## src/rtl/lsu_pkg.sv

```systemverilog
// Shared operation codes and memory-access helpers for the load/store unit.
// Latency: none (package of constants and pure functions).
// Backpressure: not applicable.
package lsu_pkg;

   localparam logic ENABLE  = 1'b1;
   localparam logic DISABLE = 1'b0;

   // Shared ALU_* operation encoding used by the execute stage.
   localparam logic [5:0] ALU_ADD = 6'h00;
   localparam logic [5:0] ALU_SUB = 6'h01;
   localparam logic [5:0] ALU_LB  = 6'h10;
   localparam logic [5:0] ALU_LH  = 6'h11;
   localparam logic [5:0] ALU_LW  = 6'h12;
   localparam logic [5:0] ALU_LBU = 6'h13;
   localparam logic [5:0] ALU_LHU = 6'h14;
   localparam logic [5:0] ALU_SB  = 6'h18;
   localparam logic [5:0] ALU_SH  = 6'h19;
   localparam logic [5:0] ALU_SW  = 6'h1a;

   function automatic logic is_load(input logic [5:0] op);
      return (op == ALU_LB) || (op == ALU_LH) || (op == ALU_LW) ||
             (op == ALU_LBU) || (op == ALU_LHU);
   endfunction

   function automatic logic is_store(input logic [5:0] op);
      return (op == ALU_SB) || (op == ALU_SH) || (op == ALU_SW);
   endfunction

   // Halfword accesses need an even address, word accesses a multiple of four.
   function automatic logic misaligned_access(input logic [5:0] op, input logic [1:0] lo);
      logic half_op;
      logic word_op;
      half_op = (op == ALU_LH) || (op == ALU_LHU) || (op == ALU_SH);
      word_op = (op == ALU_LW) || (op == ALU_SW);
      return (half_op && lo[0]) || (word_op && (lo != 2'b00));
   endfunction

   function automatic logic [3:0] store_strb(input logic [5:0] op, input logic [1:0] lo);
      logic [3:0] strb;
      strb = 4'b0000;
      case (op)
         ALU_SB:  strb = 4'b0001 << lo;
         ALU_SH:  strb = 4'b0011 << {lo[1], 1'b0};
         ALU_SW:  strb = 4'b1111;
         default: strb = 4'b0000;
      endcase
      return strb;
   endfunction

   // Sub-word stores replicate the data across every lane; the strobes pick the lane.
   function automatic logic [31:0] store_lanes(input logic [5:0] op, input logic [31:0] d);
      logic [31:0] lanes;
      lanes = d;
      case (op)
         ALU_SB:  lanes = {4{d[7:0]}};
         ALU_SH:  lanes = {2{d[15:0]}};
         default: lanes = d;
      endcase
      return lanes;
   endfunction

endpackage

```

## src/rtl/lsu_load_align.sv

```systemverilog
// Selects the addressed byte/halfword lane of a read word and sign/zero-extends it.
// Latency: purely combinational. Backpressure: none.
// Ports: alucode (load op), addr (low two address bits), mem_rdata (read word), result (aligned value).
module load_align
   import lsu_pkg::*;
(
   input  logic [5:0]  alucode,
   input  logic [1:0]  addr,
   input  logic [31:0] mem_rdata,
   output logic [31:0] result
);

   logic [7:0]  byte_lane;
   logic [15:0] half_lane;

   always_comb begin
      byte_lane = mem_rdata[7:0];
      case (addr)
         2'd0:    byte_lane = mem_rdata[7:0];
         2'd1:    byte_lane = mem_rdata[15:8];
         2'd2:    byte_lane = mem_rdata[23:16];
         default: byte_lane = mem_rdata[31:24];
      endcase
      half_lane = addr[1] ? mem_rdata[31:16] : mem_rdata[15:0];

      result = 32'h0;
      case (alucode)
         ALU_LB:  result = {{24{byte_lane[7]}}, byte_lane};
         ALU_LBU: result = {24'h0, byte_lane};
         ALU_LH:  result = {{16{half_lane[15]}}, half_lane};
         ALU_LHU: result = {16'h0, half_lane};
         ALU_LW:  result = mem_rdata;
         default: result = 32'h0;
      endcase
   end

endmodule

```

## src/rtl/lsu.sv

```systemverilog
// Load/store unit: one request in flight, IDLE -> BUS -> RESP, with alignment and bus-timeout faults.
// Latency: result valid one cycle after mem_ack (bus ops) or one cycle after accept (non-bus/faults).
// Backpressure: req_ready only in IDLE; RESP holds the result until resp_ready.
// Ports: clk/rst; req_* execute request (alucode, addr, store_data, rd_in);
//        mem_* data-memory request/ack; resp_* writeback with misaligned/bus_err fault flags.
module lsu
   import lsu_pkg::*;
#(
   parameter int TIMEOUT_CYCLES = 64
)(
   input  logic        clk,
   input  logic        rst,
   input  logic        req_valid,
   output logic        req_ready,
   input  logic [5:0]  alucode,
   input  logic [31:0] addr,
   input  logic [31:0] store_data,
   input  logic [4:0]  rd_in,
   output logic        mem_req,
   output logic        mem_we,
   output logic [31:0] mem_addr,
   output logic [3:0]  mem_wstrb,
   output logic [31:0] mem_wdata,
   input  logic        mem_ack,
   input  logic [31:0] mem_rdata,
   output logic        resp_valid,
   input  logic        resp_ready,
   output logic [31:0] resp_data,
   output logic [4:0]  resp_rd,
   output logic        misaligned,
   output logic        bus_err
);

   localparam int CNT_W = $clog2(TIMEOUT_CYCLES + 1);
   // Abort on the edge that completes the TIMEOUT_CYCLES-th BUS cycle.
   localparam logic [CNT_W-1:0] CNT_LAST = CNT_W'(TIMEOUT_CYCLES - 1);

   typedef enum logic [1:0] {IDLE, BUS, RESP} state_t;

   state_t           state;
   logic [5:0]       op_q;
   logic [31:0]      addr_q;
   logic [31:0]      data_q;
   logic [4:0]       rd_q;
   logic [CNT_W-1:0] cnt;
   logic [31:0]      load_result;

   assign req_ready = (state == IDLE);

   // Address and write data come straight from the captured request, so they
   // are stable for the whole BUS phase by construction.
   assign mem_addr  = {addr_q[31:2], 2'b00};
   assign mem_wdata = store_lanes(op_q, data_q);

   load_align u_load_align (
      .alucode   (op_q),
      .addr      (addr_q[1:0]),
      .mem_rdata (mem_rdata),
      .result    (load_result)
   );

   always_ff @(posedge clk) begin
      if (rst) begin
         state      <= IDLE;
         op_q       <= ALU_ADD;
         addr_q     <= '0;
         data_q     <= '0;
         rd_q       <= '0;
         cnt        <= '0;
         mem_req    <= DISABLE;
         mem_we     <= DISABLE;
         mem_wstrb  <= '0;
         resp_valid <= DISABLE;
         resp_data  <= '0;
         resp_rd    <= '0;
         misaligned <= DISABLE;
         bus_err    <= DISABLE;
      end else begin
         case (state)
            IDLE: begin
               if (req_valid) begin
                  op_q       <= alucode;
                  addr_q     <= addr;
                  data_q     <= store_data;
                  rd_q       <= rd_in;
                  cnt        <= '0;
                  resp_rd    <= rd_in;
                  misaligned <= DISABLE;
                  bus_err    <= DISABLE;
                  if (is_load(alucode) || is_store(alucode)) begin
                     if (misaligned_access(alucode, addr[1:0])) begin
                        state      <= RESP;
                        resp_valid <= ENABLE;
                        resp_data  <= '0;
                        misaligned <= ENABLE;
                     end else begin
                        state     <= BUS;
                        mem_req   <= ENABLE;
                        mem_we    <= is_store(alucode);
                        mem_wstrb <= store_strb(alucode, addr[1:0]);
                     end
                  end else begin
                     // Non-memory op: the ALU result is the writeback value.
                     state      <= RESP;
                     resp_valid <= ENABLE;
                     resp_data  <= addr;
                  end
               end
            end

            BUS: begin
               // Ack is checked first so it wins over a timeout on the same edge.
               if (mem_ack) begin
                  state      <= RESP;
                  mem_req    <= DISABLE;
                  mem_we     <= DISABLE;
                  mem_wstrb  <= '0;
                  resp_valid <= ENABLE;
                  resp_data  <= is_store(op_q) ? 32'h0 : load_result;
                  resp_rd    <= rd_q;
               end else if (cnt == CNT_LAST) begin
                  state      <= RESP;
                  mem_req    <= DISABLE;
                  mem_we     <= DISABLE;
                  mem_wstrb  <= '0;
                  resp_valid <= ENABLE;
                  resp_data  <= '0;
                  resp_rd    <= rd_q;
                  bus_err    <= ENABLE;
               end else begin
                  cnt <= cnt + 1'b1;
               end
            end

            RESP: begin
               if (resp_ready) begin
                  state      <= IDLE;
                  resp_valid <= DISABLE;
                  misaligned <= DISABLE;
                  bus_err    <= DISABLE;
               end
            end

            default: state <= IDLE;
         endcase
      end
   end

endmodule

```

## config.mk

```make
export PLATFORM = sky130hd
export DESIGN_NAME = lsu
export DESIGN_NICKNAME = d
export VERILOG_FILES = /design/src/rtl/lsu_pkg.sv /design/src/rtl/lsu_load_align.sv /design/src/rtl/lsu.sv
export SDC_FILE = /design/constraint.sdc
export NUM_CORES = 1
export LEC_CHECK = 0
export ABC_AREA = 0
export CORE_UTILIZATION = 51
export CTS_CLUSTER_DIAMETER = 150
export DETAILED_ROUTE_END_ITERATION = 8
export PLACE_DENSITY = 0.95
export SLEW_MARGIN = 15
export SYNTH_ARGS = -nofsm -noshare
export SYNTH_HDL_FRONTEND = slang
export SYNTH_HIERARCHICAL = 1
export SYNTH_SLANG_ARGS = --single-unit
```

## constraint.sdc

```tcl
create_clock -name clk -period 4.7 [get_ports clk]
set_input_delay 0.94 -clock clk [delete_from_list [all_inputs] [get_ports clk]]
set_output_delay 0.94 -clock clk [all_outputs]
set_load 0.01 [all_outputs]
```

==> flow_metrics.py, run 1 <==
metrics = {
    "synthesis": {
        "yosys_register_bits": 130,
        "avgSynthCellArea_sq_um": 7.883,
        "ys_seq_area_share_pct": 36.28,
        "synth.most_common_cell": "nand2_1",
        "synth_area_leaders": "dfxtp_1 (36%), nand2_1 (12%), a21oi_1 (8.9%)",
        "synth_top_flop_cell": "dfxtp_1",
        "async_flop_share_pct": 0,
        "synth_top_area_share_pct": 36.28,
        "ys_types": 64,
        "yosysWarningCount": 6,
        "syn_area_sq_mm": 0.007173,
        "synth_common_cells": "nand2_1 (227), dfxtp_1 (130), a21oi_1 (127)",
        "synth-edff-count": 0,
        "synth_top_cell_by_area": "dfxtp_1",
        "synthCells": 910,
    },
    "floorplan": {
        "fp.coreArea_sq_mm": 0.01345,
        "dieWidth_um": 120.6,
        "ios": 223,
        "start_util_pct": 53.32,
        "die_area_sq_mm": 0.01454,
        "die_h_um": 120.6,
        "rows": 42,
    },
    "clock_tree": {
        "cts_hold_buffers": 0,
        "cts_resized": 0,
        "clk_latency_ns": 0.43,
        "clockBufferDepth": 2,
        "cts_buffers": 17,
        "root_buffer": "clkbuf_16",
        "clock_sinks": 130,
        "clk_pin_slew_ns": 0.05,
        "cts_setup_buffers": 0,
        "htreeDepth": 4,
        "cts_tree": "yes",
    },
    "finish": {
        "fin_nets": 1159,
        "diodes": 0,
        "area_delta_synth_final_pct": 34.71,
        "drive_gt1_share_pct": 11.61,
        "final_cell_count_no_fill": 1235,
        "post-route-util_pct": 71.83,
    },
    "worst_setup_path": {
        "required_ns": 3.76,
        "critPathKind": "flip-flop to output pin",
        "end_kind": "output pin",
        "crit_arrival_ns": 2.92,
        "cp-endpoint": "mem_wdata[23]",
        "critPathMaxFanout": 24,
        "reg2reg_from": "cnt[0]",
        "r2r-end": "mem_wstrb[2]",
        "reg2reg_depth": 6,
        "r2r_slack_ns": 1.87,
        "start_kind": "flip-flop",
        "startpoint": "op_q[2]",
    },
    "run_status": {
        "status": "finished clean",
    },
    "sta": {
        "timing.hold.ws_ns": 0.4425,
        "rsz0062_at_grt": "false",
        "setup_viol": 0,
        "fin_ws_ns": 0.8375,
        "min_period_ns": 3.863,
        "finalCritPeriodShare_pct": 82.18,
        "fin_tns_setup_ns": 0,
        "relSlewSlack_pct": 21.98,
        "fmax_ghz": 0.2589,
        "hold_viol": 0,
        "worstMarginPinSlew_ns": 1.170,
        "finalMaxSlewViolations": 0,
        "fin_skew_ns": 0.006699,
    },
    "detailed_routing": {
        "routed-via-count": 7705,
        "drtAntennaViolNets": 0,
        "via_per_inst": 6.239,
        "finalWirelength_um": 24210,
        "drc_errors": 0,
        "wl_per_cell_um": 19.61,
        "drt_pass1_iterations": 7,
        "drt_iter0_drc": 1344,
    },
    "min_path": {
        "min-delay-start": "cnt[6]",
        "hp-class": "flip-flop to flip-flop",
    },
    "place": {
        "dp.cells": 1202,
        "pre_cts_ws_ns": 1.281,
        "portBuffers": 220,
        "place.gp.congestion": 0.9348,
        "dp_hpwl_um": 16250,
    },
    "grt": {
        "grt_pass1_vias": 7127,
        "grt_max_degree": 77,
        "overflow": 0,
        "grtUsageTotal_pct": 32.98,
        "grt_pass1_wl_um": 37440,
        "antenna_found_initial": 0,
    },
    "power_and_ir_drop": {
        "p_per_area_mw_per_mm2": 343.4,
        "power_leakage_uw": 0.003486,
        "irDropWorstVdd_v": 0.0002996,
    },
    "flow_run": {
        "cap_violations": 0,
    },
}
## worst max-delay path, stage by stage (launching register included)
cell             delay, ns
dfxtp_1               0.38
nand4bb_1             0.36
nor2_2                0.85
mux2_2                0.42
clkdlybuf4s50_1       0.49
## through the flow
stage          power [uW]  area [sq um]
5_1_grt              3432          9663
6_report             3318          9663
3_5_place_dp         1978          9037
4_1_cts              3307          9635
2_1_floorplan        1664          7177
3_3_place_gp         1955          9037
## final cells by class
class                      count  area (sq um)
timing repair buffer         234          2325
multi-input combinational    654          3884
tap                          176         220.2
clock buffer                  22         474.2
sequential                   130          2603
inverter                       9         33.78
fill                         927          3790
clock inverter                10         123.9
## sequential cells by signal, summed over array words and instances (netlist names)
name        count
addr_q         32
bus_err         1
cnt             7
data_q         32
mem_req         1
mem_we          1
mem_wstrb       4
misaligned      1
op_q            6
rd_q            5
resp_data      32
resp_rd         5
resp_valid      1
state           2
## layout by cell type (no fill, tap or decap), types with 4 or more instances in the layout
cell type        netlist  layout
a221o_1               10      10
dfxtp_1              130     130
nor3_2                31      31
nor3_1                37      37
nor3b_1                5       5
inv_1                  9       9
nand2b_1               5       5
and3_1                 8       8
buf_4                 41      14
a221o_2                6       6
clkbuf_16              0      17
o32ai_1                5       5
o31ai_1               16      16
nand3_1               20      20
nor2b_1                5       4
mux2_2                17      17
nor2_1                29      28
a21oi_1              127     127
clkdlybuf4s50_1        0     219
mux2i_1                8       8
nand2_1              227     226
mux4_2                 7       7
o22ai_1               30      30
a311oi_1               6       6
## worst min-delay path by stage
stage / endpoint / slack, ns / depth (start not counted)
5_1_grt: addr_q[4] / 0.47 / 2
4_1_cts: cnt[6] / 0.44 / 2
3_5_place_dp: cnt[6] / 0.43 / 2
6_report: cnt[6] / 0.44 / 2
3_3_place_gp: cnt[6] / 0.42 / 2
2_1_floorplan: cnt[6] / 0.41 / 2
## per-layer routing
metal | vias to the layer above | global-route usage [%] | wire, um
met1 | 3575 | 40.14 | 8896
met3 | 111 | 8.443 | 2630
li1 | 3445 | - | -
met2 | 574 | 53.34 | 11520
met4 | 0 | 17.75 | 1169
met5 | - | 0 | 0
## cells by family after synthesis
family	synth area share [%]
simple gates	26.83
compound gates	20.02
flops	36.28
buf+inv	9.803
mux	6.349
xor+xnor	0.4885
fa+ha+maj	0.1744
other cells	0.05228
## report_power, final
part	switching (uW)	internal, uW
Sequential	70.0	1190
Combinational	372	356
Clock	508	827
No activity file was read; power rests on OpenSTA's default activity.
==> inputs of run 2 (changes only) <==
--- a/config.mk
+++ b/config.mk
@@ -6,10 +6,10 @@
 export NUM_CORES = 1
 export LEC_CHECK = 0
 export ABC_AREA = 0
-export CORE_UTILIZATION = 51
+export CORE_UTILIZATION = 43
 export CTS_CLUSTER_DIAMETER = 150
 export DETAILED_ROUTE_END_ITERATION = 8
-export PLACE_DENSITY = 0.95
+export PLACE_DENSITY = 0.87
 export SLEW_MARGIN = 15
 export SYNTH_ARGS = -nofsm -noshare
 export SYNTH_HDL_FRONTEND = slang
==> constraint.sdc (replaced) <==
create_clock -name clk -period 3.2 [get_ports clk]
set_input_delay 0.64 -clock clk [delete_from_list [all_inputs] [get_ports clk]]
set_output_delay 0.64 -clock clk [all_outputs]
set_load 0.01 [all_outputs]
==> flow_metrics.py, run 2 (same netlist as run 1, synthesis figures left out) <==
metrics = {
    "clock_tree": {
        "cts_setup_buffers": 0,
        "cts_buffers": 17,
        "clk_latency_ns": 0.43,
        "clockBufferDepth": 2,
        "cts_tree": "yes",
        "cts_resized": 0,
        "htreeDepth": 4,
        "clk_pin_slew_ns": 0.06,
        "cts_hold_buffers": 0,
        "clock_sinks": 130,
        "root_buffer": "clkbuf_16",
    },
    "power_and_ir_drop": {
        "power_leakage_uw": 0.003518,
        "irDropWorstVdd_v": 0.0004156,
        "power.total_uw": 4855,
        "p_per_area_mw_per_mm2": 497.1,
    },
    "floorplan": {
        "start_util_pct": 44.67,
        "die_h_um": 131.2,
        "fp.coreArea_sq_mm": 0.01606,
        "die_area_sq_mm": 0.01720,
        "ios": 223,
        "dieWidth_um": 131.2,
        "rows": 46,
    },
    "finish": {
        "area_delta_synth_final_pct": 36.14,
        "fillers": 1312,
        "diodes": 0,
        "drive_gt1_share_pct": 12.46,
        "mostFrequentLayoutCells": "nand2_1 (226), clkdlybuf4s50_1 (219), dfxtp_1 (130), a21oi_1 (127), nor3_1 (37)",
        "fin_nets": 1167,
        "layout_commonest_cell": "nand2_1",
        "final_area_sq_mm": 0.009766,
        "reg_top3": "addr_q (32), data_q (32), resp_data (32)",
    },
    "grt": {
        "grtUsageTotal_pct": 27.28,
        "grt_pass1_wl_um": 37720,
        "overflow": 0,
        "grt_pass1_vias": 6878,
        "grt_max_degree": 66,
        "antenna_found_initial": 0,
    },
    "detailed_routing": {
        "finalWirelength_um": 23910,
        "drtAntennaViolNets": 0,
        "via_per_inst": 5.896,
        "drt_pass1_iterations": 7,
        "drc_errors": 0,
        "wl_per_cell_um": 18.64,
        "drt_iter0_drc": 815,
        "routed-via-count": 7565,
    },
    "place": {
        "dp_hpwl_um": 16550,
        "portBuffers": 220,
        "placed_cell_area_sq_mm": 0.009180,
        "place.gp.congestion": 0.9813,
    },
    "sta": {
        "finalMaxSlewViolations": 0,
        "hold_viol": 0,
        "fin_tns_setup_ns": 0,
        "relSlewSlack_pct": 34.53,
        "worstMarginPinSlew_ns": 0.9820,
        "fmax_ghz": 0.3240,
        "rsz0062_at_grt": "false",
        "min_period_ns": 3.086,
        "setup_viol": 0,
        "fin_skew_ns": 0.008054,
        "finalCritPeriodShare_pct": 96.45,
    },
    "worst_setup_path": {
        "critPathMaxStageDelay_ns": 0.49,
        "start_kind": "flip-flop",
        "critPathMaxFanout": 24,
        "end_kind": "output pin",
        "critPathKind": "flip-flop to output pin",
        "crit_arrival_ns": 2.45,
        "cpMaxStageDelayCell": "clkdlybuf4s50_1",
        "cp_cell_sequence": "nand4bb_1, nor2_2, buf_4, mux2_2, clkdlybuf4s50_1",
        "required_ns": 2.56,
    },
    "flow_run": {
        "cap_violations": 0,
    },
    "run_status": {
        "status": "finished clean",
    },
    "min_path": {
        "hp-class": "flip-flop to flip-flop",
    },
}
run 2: changes by cell type in the layout (fill, tap and decap cells not counted):
cell / delta
buf_4: +7
clkinv_2: +2
clkinvlp_4: +2
buf_12: +2
clkbuf_1: -2
buf_16: -1
clkbuf_8: -3
inv_8: +1
run 2: stage by stage:
step | utilization (%) | hold slack (ns) | std cells | setup WS, ns
2_1_floorplan | - | 0.4080 | 911 | 0.9946
3_3_place_gp | 57.17 | 0.4257 | 1251 | 0.4203
3_5_place_dp | 57.17 | 0.4226 | 1251 | 0.3308
4_1_cts | 60.82 | 0.4339 | 1283 | 0.09393
5_1_grt | 60.82 | 0.4618 | 1283 | 0.01662
6_report | 60.82 | 0.4346 | 1283 | 0.1135
run 2: cell type report:
| class | count | area [sq um] | share of cell area (%) |
|---|---|---|---|
| clock inverters | 15 | 160.2 | 1.640 |
| clock buffers | 17 | 425.4 | 4.356 |
| repair buffers | 242 | 2390 | 24.47 |
| well taps | 216 | 270.3 | 2.767 |
| flip-flops and latches | 130 | 2603 | 26.65 |
| inverters | 9 | 33.78 | 0.3459 |
| multi-input cells | 654 | 3884 | 39.77 |
run 2: worst max-delay path, delay by kind of cell, from the launching register on:
kind | cells | cell delay [ns]
muxes | 1 | 0.38
DFF | 1 | 0.38
buffers and inverters | 2 | 0.78
and+or+nand+nor | 2 | 0.49
run 2: report_power, final:
group          switching (uW)  total, uW  leakage, uW  internal [uW]
Combinational             558       1090      0.00217            530
Clock                     783       1940     0.000278           1150
Sequential               90.4       1830      0.00107           1740
run 2: worst paths after layout:
path	startpoint	end	slack, ns	depth (start not counted)
hold / removal	cnt[6]	cnt[6]	0.43	2
setup reg to reg	op_q[2]	resp_data[31]	0.72	8
setup / recovery	op_q[2]	mem_wdata[16]	0.11	5
hold reg to reg	cnt[6]	cnt[6]	0.43	2
run 2: per-layer routing:
layer	track usage, %	vias to the layer above	wire length [um]
met5	0	-	0
met4	11.96	0	854
li1	-	3456	-
met2	43.11	472	11050
met3	5.671	73	2282
met1	35.74	3564	9723
